--- config.mk ---
export PLATFORM = sky130hd
export DESIGN_NAME = sf_tester_pattern_unit_flat
export DESIGN_NICKNAME = d
export VERILOG_FILES = /design/src/rtl/sf_tester_pattern_unit_if.sv /design/src/rtl/sf_tester_pattern_unit.sv /design/src/flat_wrapper.sv
export SDC_FILE = /design/constraint.sdc
export NUM_CORES = 1
export LEC_CHECK = 0
export BUFFER_PORTS_ARGS = -buffer_cell sky130_fd_sc_hd__buf_2
export CORE_MARGIN = 3
export CORE_UTILIZATION = 40
export DETAILED_ROUTE_END_ITERATION = 8
export PLACE_DENSITY_LB_ADDON = 0.25
export REMOVE_ABC_BUFFERS = 1
export SLEW_MARGIN = 20
export SYNTH_ARGS = -nofsm -noshare
export SYNTH_HDL_FRONTEND = slang
export SYNTH_SLANG_ARGS = --single-unit
--- constraint.sdc ---
create_clock -name i_clk_20mhz -period 4.05 [get_ports i_clk_20mhz]
set_input_delay 0.81 -clock i_clk_20mhz [delete_from_list [all_inputs] [get_ports i_clk_20mhz]]
set_output_delay 0.81 -clock i_clk_20mhz [all_outputs]
set_load 0.05 [all_outputs]
--- src/rtl/sf_tester_pattern_unit_if.sv ---
// Handshake bundle between the SF tester FSM (master) and the pattern unit (slave).
// Carries pattern load/stop control, generate/read-back data and error statistics.
interface sf_tester_pattern_unit_if #(
   parameter int PARM_CNT_BITS = 26
);
   logic                     i_load;
   logic                     i_mode_chk;
   logic [7:0]               i_pat_start;
   logic [7:0]               i_pat_incr;
   logic                     i_stop;
   logic                     i_gen_ack;
   logic                     i_rd_valid;
   logic [7:0]               i_rd_byte;
   logic                     o_busy;
   logic [7:0]               o_gen_byte;
   logic                     o_chk_valid;
   logic                     o_chk_mismatch;
   logic [PARM_CNT_BITS-1:0] o_byte_cnt;
   logic [PARM_CNT_BITS-1:0] o_err_cnt;
   logic                     o_first_err_seen;
   logic [PARM_CNT_BITS-1:0] o_first_err_idx;

   modport master (
      output i_load, i_mode_chk, i_pat_start, i_pat_incr, i_stop,
             i_gen_ack, i_rd_valid, i_rd_byte,
      input  o_busy, o_gen_byte, o_chk_valid, o_chk_mismatch,
             o_byte_cnt, o_err_cnt, o_first_err_seen, o_first_err_idx
   );

   modport slave (
      input  i_load, i_mode_chk, i_pat_start, i_pat_incr, i_stop,
             i_gen_ack, i_rd_valid, i_rd_byte,
      output o_busy, o_gen_byte, o_chk_valid, o_chk_mismatch,
             o_byte_cnt, o_err_cnt, o_first_err_seen, o_first_err_idx
   );
endinterface

--- src/rtl/sf_tester_pattern_unit.sv ---
// Byte-pattern generator and two-stage read-back checker for the SF tester.
// One running value serves as the program byte in ST_GEN and the expected byte in ST_CHK.
module sf_tester_pattern_unit #(
   parameter int PARM_CNT_BITS = 26
) (
   input  logic                     i_clk_20mhz,
   input  logic                     i_rstn_20mhz,
   sf_tester_pattern_unit_if.slave  bus
);

   typedef enum logic [1:0] {
      ST_IDLE = 2'd0,
      ST_GEN  = 2'd1,
      ST_CHK  = 2'd2
   } state_t;

   state_t                   state;
   state_t                   state_nxt;

   logic [7:0]               pat_incr;
   logic [7:0]               cur_val;
   logic [PARM_CNT_BITS-1:0] byte_cnt;
   logic [PARM_CNT_BITS-1:0] err_cnt;
   logic                     first_seen;
   logic [PARM_CNT_BITS-1:0] first_idx;
   logic                     busy;

   logic                     s1_valid;
   logic                     s1_mis;
   logic [PARM_CNT_BITS-1:0] s1_idx;
   logic                     chk_valid;
   logic                     chk_mis;

   logic                     gen_adv;
   logic                     chk_adv;

   assign gen_adv = (state == ST_GEN) && bus.i_gen_ack;
   assign chk_adv = (state == ST_CHK) && bus.i_rd_valid;

   always_ff @(posedge i_clk_20mhz or negedge i_rstn_20mhz) begin
      if (!i_rstn_20mhz) begin
         state <= ST_IDLE;
      end else begin
         state <= state_nxt;
      end
   end

   // Load has priority over stop so a restart never lands in idle.
   always_comb begin
      state_nxt = state;
      if (bus.i_load) begin
         state_nxt = bus.i_mode_chk ? ST_CHK : ST_GEN;
      end else if (bus.i_stop) begin
         state_nxt = ST_IDLE;
      end
   end

   always_ff @(posedge i_clk_20mhz or negedge i_rstn_20mhz) begin
      if (!i_rstn_20mhz) begin
         busy       <= 1'b0;
         pat_incr   <= 8'h00;
         cur_val    <= 8'h00;
         byte_cnt   <= '0;
         err_cnt    <= '0;
         first_seen <= 1'b0;
         first_idx  <= '0;
         s1_valid   <= 1'b0;
         s1_mis     <= 1'b0;
         s1_idx     <= '0;
         chk_valid  <= 1'b0;
         chk_mis    <= 1'b0;
      end else begin
         busy <= (state_nxt != ST_IDLE);
         if (bus.i_load) begin
            pat_incr   <= bus.i_pat_incr;
            cur_val    <= bus.i_pat_start;
            byte_cnt   <= '0;
            err_cnt    <= '0;
            first_seen <= 1'b0;
            first_idx  <= '0;
            s1_valid   <= 1'b0;
            s1_mis     <= 1'b0;
            chk_valid  <= 1'b0;
            chk_mis    <= 1'b0;
         end else begin
            if (gen_adv || chk_adv) begin
               cur_val <= cur_val + pat_incr;
               if (byte_cnt != '1) begin
                  byte_cnt <= byte_cnt + 1'b1;
               end
            end
            // Stage 1 is not cleared by stop, so an in-flight compare still retires.
            s1_valid  <= chk_adv;
            s1_mis    <= chk_adv && (bus.i_rd_byte != cur_val);
            s1_idx    <= byte_cnt;
            chk_valid <= s1_valid;
            chk_mis   <= s1_valid && s1_mis;
            if (s1_valid && s1_mis) begin
               if (err_cnt != '1) begin
                  err_cnt <= err_cnt + 1'b1;
               end
               if (!first_seen) begin
                  first_seen <= 1'b1;
                  first_idx  <= s1_idx;
               end
            end
         end
      end
   end

   assign bus.o_busy           = busy;
   assign bus.o_gen_byte       = cur_val;
   assign bus.o_chk_valid      = chk_valid;
   assign bus.o_chk_mismatch   = chk_mis;
   assign bus.o_byte_cnt       = byte_cnt;
   assign bus.o_err_cnt        = err_cnt;
   assign bus.o_first_err_seen = first_seen;
   assign bus.o_first_err_idx  = first_idx;

endmodule

--- src/flat_wrapper.sv ---
// flat-port wrapper written by rule: the top's interface ports become plain ports
module sf_tester_pattern_unit_flat 
#(
   parameter int PARM_CNT_BITS = 26
)
  (i_clk_20mhz, i_rstn_20mhz, bus_i_load, bus_i_mode_chk, bus_i_pat_start, bus_i_pat_incr, bus_i_stop, bus_i_gen_ack, bus_i_rd_valid, bus_i_rd_byte, bus_o_busy, bus_o_gen_byte, bus_o_chk_valid, bus_o_chk_mismatch, bus_o_byte_cnt, bus_o_err_cnt, bus_o_first_err_seen, bus_o_first_err_idx);
  sf_tester_pattern_unit_if #(.PARM_CNT_BITS(PARM_CNT_BITS)) bus_i ();
  input  logic i_clk_20mhz;
  input  logic i_rstn_20mhz;
  input wire logic [$bits(bus_i.i_load)-1:0] bus_i_load;
  input wire logic [$bits(bus_i.i_mode_chk)-1:0] bus_i_mode_chk;
  input wire logic [$bits(bus_i.i_pat_start)-1:0] bus_i_pat_start;
  input wire logic [$bits(bus_i.i_pat_incr)-1:0] bus_i_pat_incr;
  input wire logic [$bits(bus_i.i_stop)-1:0] bus_i_stop;
  input wire logic [$bits(bus_i.i_gen_ack)-1:0] bus_i_gen_ack;
  input wire logic [$bits(bus_i.i_rd_valid)-1:0] bus_i_rd_valid;
  input wire logic [$bits(bus_i.i_rd_byte)-1:0] bus_i_rd_byte;
  output wire logic [$bits(bus_i.o_busy)-1:0] bus_o_busy;
  output wire logic [$bits(bus_i.o_gen_byte)-1:0] bus_o_gen_byte;
  output wire logic [$bits(bus_i.o_chk_valid)-1:0] bus_o_chk_valid;
  output wire logic [$bits(bus_i.o_chk_mismatch)-1:0] bus_o_chk_mismatch;
  output wire logic [$bits(bus_i.o_byte_cnt)-1:0] bus_o_byte_cnt;
  output wire logic [$bits(bus_i.o_err_cnt)-1:0] bus_o_err_cnt;
  output wire logic [$bits(bus_i.o_first_err_seen)-1:0] bus_o_first_err_seen;
  output wire logic [$bits(bus_i.o_first_err_idx)-1:0] bus_o_first_err_idx;
  assign bus_i.i_load = bus_i_load;
  assign bus_i.i_mode_chk = bus_i_mode_chk;
  assign bus_i.i_pat_start = bus_i_pat_start;
  assign bus_i.i_pat_incr = bus_i_pat_incr;
  assign bus_i.i_stop = bus_i_stop;
  assign bus_i.i_gen_ack = bus_i_gen_ack;
  assign bus_i.i_rd_valid = bus_i_rd_valid;
  assign bus_i.i_rd_byte = bus_i_rd_byte;
  assign bus_o_busy = bus_i.o_busy;
  assign bus_o_gen_byte = bus_i.o_gen_byte;
  assign bus_o_chk_valid = bus_i.o_chk_valid;
  assign bus_o_chk_mismatch = bus_i.o_chk_mismatch;
  assign bus_o_byte_cnt = bus_i.o_byte_cnt;
  assign bus_o_err_cnt = bus_i.o_err_cnt;
  assign bus_o_first_err_seen = bus_i.o_first_err_seen;
  assign bus_o_first_err_idx = bus_i.o_first_err_idx;
  sf_tester_pattern_unit #(.PARM_CNT_BITS(PARM_CNT_BITS)) u_core (.i_clk_20mhz(i_clk_20mhz), .i_rstn_20mhz(i_rstn_20mhz), .bus(bus_i));
endmodule
* Word-level counts from Yosys, hierarchy flattened
Cells that the tools add are included.
Operators by class: reductions and logical operators 13, equality and inequality tests 6, add/sub/neg operators 3, muxes and demuxes 20
Operators by type and width (count):
- $mux W26 | 9
- $add A26 B1 Y26 const B | 2
- $ne A26 B26 Y1 const B | 2
- $mux W8 | 2
- $reduce_bool A2 Y1 | 5
- $add A8 B8 Y8 | 1
- $ne A8 B8 Y1 | 1
- $mux W1 | 6
- $mux W2 | 3
- $reduce_and A2 Y1 | 3
- $logic_and A1 B1 Y1 | 4
- $eq A2 B1 Y1 const B | 1
- $eq A2 B2 Y1 const B | 1
- $ne A2 B2 Y1 const B | 1
- $logic_or A1 B1 Y1 | 1
Word-level totals: register bits 128, output and inout port bits 90

* Longest topological paths before layout
depth after elaboration 5, mapped depth 9

* Worst setup path after synthesis
No wires, ideal clock.
kind reg-to-reg, start register u_core.byte_cnt[0], in the netlist u_core.bus.o_byte_cnt[0], end register u_core.byte_cnt[14], in the netlist u_core.bus.o_byte_cnt[14], data arrival time 2.173 ns, path buffers 0, path slack 1.808 ns, clock period less this slack 2.242 ns, data required time 3.981 ns, cell stages (with the launch flop) 8, path through dfrtp_1 -> ha_1 -> nand3_1 -> nor2_1 -> nand4_1 -> or2_2 -> or4_1 -> nand3_1
On the way: longest elaborated chain between the ends 4
Ends and longest elaborated chain:
- start, declared | RTL line sf_tester_pattern_unit.sv:22 | logic [PARM_CNT_BITS-1:0] byte_cnt;
- start signal, assigned | RTL line sf_tester_pattern_unit.sv:89 | byte_cnt <= byte_cnt + 1'b1;
- $add A26 B1 Y26 | RTL line sf_tester_pattern_unit.sv:89
- $mux W26 | RTL line sf_tester_pattern_unit.sv:88 | if (byte_cnt != '1) begin
- $mux W26 | RTL line sf_tester_pattern_unit.sv:86 | if (gen_adv || chk_adv) begin
- $mux W26 | RTL line sf_tester_pattern_unit.sv:74 | if (bus.i_load) begin
Several ways; a longest one is shown, not always the timed one. The select of a mux whose other input is x is not followed. A chain may end at the register's enable or synchronous reset.

* Worst setup path after layout
start input port bus_i_load, end register u_core.byte_cnt[11], in the netlist u_core.bus.o_byte_cnt[11]
On the way: longest elaborated chain between the ends 2
Ends and longest elaborated chain:
- start, declared | RTL line flat_wrapper.sv:10 | input wire logic [$bits(bus_i.i_load)-1:0] bus_i_load;
- $reduce_bool A2 Y1 (no line)
- $reduce_and A2 Y1 (no line)
Several ways; a longest one is shown, not always the timed one.

==> metrics.yaml <==
status: "complete, no violations"
p_leak_uw: 0.003676
clk_latency_ps: 410
seq_area_frac_synth_pct: 53.49
drive_gt1_share_pct: 27.51
die_area_um2: 16480
routedWlPerCell_um: 16.43
start_util_pct: 41.05
port_buffers: 120
period_needed_ps: 2571
slew_headroom_pct: 30.05
dp_hpwl_um: 9881
n_antenna_cell: 0
routed_via_density: 5.408
area_growth_pct: 22.23
ant_nets: 0
num_io_pins: 121
tightestPinTransition_ps: 1044
die_h_um: 128.4
fin_crit_sh_pct: 63.48
ys_warn_count: 0
cts_made_buffers: 17
first_iter_violations: 260
grt_usage_pct: 18.24
fin_setup_tns_ps: 0
crit_chain: "buf_4 -> nand2b_1 -> nor3_1 -> and4_4 -> or2_1 -> or4_1 -> nand3_1"
fill_cells: 1316
cts.sinks: 128
htreeDepth: 4
power.density_nw_per_um2: 445.4
gp_congestion: 0.8442
worstSetupStartpointType: "primary input"
path_clk_slew_ps: 50
slowest_stage: "or4_1"
skew_ps: 7.578
worst-path-max-fanout: 48
grt_remaining_overflow: 0
drcViolationCount: 0
synth_edf_count: 0
dp.cells: 854
synthArstFlopShare_pct: 100.0
stdcell_count: 882
rsz0062_at_grt: "false"
clk_path_buf_depth: 2
cts_tree: "built"
finalHoldViolCount: 0
multi_input_area_um2: 2668
clockRootBuffer: "clkbuf_16"
drv_slew: 0
worstPathRequired_ps: 4400
fp-row-count: 44
vias: 4770
ir_drop_mv: 0.3049
synth_cell_type_count: 51
synth_ff_type: "dfrtp_1"
grt_max_degree: 85
crit_arrival_ps: 2920
wirelength_um: 14490
netlist_area_um2: 5988
postCtsSetupRepairBufs: 0
fmax_ghz: 0.3890
die_w_um: 128.4
nets: 730
grt_pass1_vias: 4719
cap_violations: 0
max_stage_delay_ps: 570
grt_antenna_before_repair: 0
core-area_um2: 14590
firstDrtPassIters: 4
holdBufCountCts: 0
finalSetupViolCount: 0
final_cell_mix: "128 x dfrtp_1, 118 x buf_2, 64 x nand2_1"
ys_seq_elements: 128
min_path_type: "in2async"
syn_inst: 568
synth.avg_cell_area_um2: 10.54
worstSetupEndpointType: "flop"
layout_commonest_cell: "dfrtp_1"
crit_type: "in2reg"
grt_pass1_wl_um: 24070
cts_resized: 0
seqCellArea_um2: 3203
[cell usage after synthesis (2+ instances only)]
cell type	n	share of area (%)
a211o_1	2	0.29
a21boi_0	2	0.25
a21o_1	5	0.63
a21oi_1	22	1.8
a22o_1	27	3.9
a31oi_1	4	0.42
and2_1	4	0.42
and3_1	10	1.0
and4_1	4	0.58
buf_1	2	0.13
buf_2	4	0.33
clkbuf_1	18	1.1
dfrtp_1	128	53
ha_1	9	1.9
inv_1	6	0.38
mux2_2	30	5.6
mux2i_1	7	1.2
nand2_1	64	4.0
nand2b_1	2	0.21
nand3_1	30	2.5
nand3b_1	2	0.25
nand4_1	18	1.9
nor2_1	47	2.9
nor2b_1	4	0.42
nor3_1	16	1.3
nor4_1	9	0.94
o211ai_1	2	0.25
o21a_1	3	0.38
o21ai_0	17	1.4
o21bai_1	3	0.38
o22ai_1	2	0.21
or2_2	2	0.21
or3_1	4	0.42
or4_1	5	0.63
xnor2_1	7	1.0
xor2_1	32	4.7
[kinds of logic (layout without fill, tap and decap cells)]
group / after synthesis / count (layout) / share of synthesized area (%)
simple gates: 230 / 230 / 19.14
flops: 128 / 128 / 53.49
compound gates: 93 / 93 / 10.55
xor+xnor: 39 / 39 / 5.704
mux: 37 / 37 / 6.812
buf+inv: 31 / 161 / 2.089
fa+ha+maj: 10 / 10 / 2.215
[flip-flops by register name (all words and copies together) (netlist names)]
| register | cells |
|---|---|
| u_core.s1_mis | 1 |
| u_core.bus.o_err_cnt | 26 |
| u_core.bus.o_chk_valid | 1 |
| u_core.bus.o_gen_byte | 8 |
| u_core.pat_incr | 8 |
| u_core.bus.o_first_err_idx | 26 |
| u_core.bus.o_busy | 1 |
| u_core.bus.o_first_err_seen | 1 |
| u_core.bus.o_chk_mismatch | 1 |
| u_core.bus.o_byte_cnt | 26 |
| u_core.state | 2 |
| u_core.s1_valid | 1 |
| u_core.s1_idx | 26 |
[stage by stage]
step	util [%]	total power, µW	cell area (µm²)	hold WS (ps)	worst slack, ps
finish	50.17	3260	7320	451.1	1479
global route	50.17	3417	7320	503.5	1234
CTS	50.17	3305	7320	479.6	1485
detailed placement	46.51	1904	6785	470.1	1045
global placement	46.51	1888	6785	465.8	1118
floorplan	-	1737	5886	448.7	1191
[power breakdown]
part	internal [µW]	leakage [µW]	total (µW)	switching, µW
clock network	872	0.000270	1380	512
logic	154	0.00168	457	303
registers	1350	0.00173	1420	73.7
total	2370	0.00368	3260	889
[cell type report]
cell class | count | area share (%)
repair buffers | 127 | 9.043
clock inverters | 7 | 0.8718
clock buffers | 21 | 6.427
flip-flops and latches | 128 | 43.76
well taps | 184 | 3.145
multi-input cells | 409 | 36.44
inverters | 6 | 0.3077
[per-layer routing]
layer / global-route usage, % / part of all wire (%) / vias to the layer above
li1: - / - / 2279
met1: 24.48 / 46 / 2369
met2: 29.30 / 49 / 114
met3: 4.525 / 4.5 / 8
met4: 5.680 / 0.59 / 0
met5: 0 / 0 / -
[critical path, delay by kind of cell]
| kind | cells | cell delay, ps |
|---|---|---|
| buffers and inverters | 1 | 420 |
| AND/OR/NAND/NOR | 6 | 1640 |
[path summary, 6_finish.rpt]
check                                              startpoint                                          to  slack (ps)  cells after the start
worst max register to register      u_core.state[0]$_DFF_PN0_       u_core.bus.o_byte_cnt[11]$_DFFE_PN0P_        1530                      7
worst max-delay path                               bus_i_load       u_core.bus.o_byte_cnt[11]$_DFFE_PN0P_        1480                      7
worst min register to register  u_core.s1_idx[24]$_DFFE_PN0N_  u_core.bus.o_first_err_idx[24]$_DFFE_PN0P_         480                      1
worst min-delay path                             i_rstn_20mhz  u_core.bus.o_first_err_idx[20]$_DFFE_PN0P_         450                      1
max in group asynchronous                        i_rstn_20mhz   u_core.bus.o_first_err_idx[2]$_DFFE_PN0P_        2730                      2
min in group i_clk_20mhz        u_core.s1_idx[24]$_DFFE_PN0N_  u_core.bus.o_first_err_idx[24]$_DFFE_PN0P_         480                      1
(Power assumes the default switching activity.)
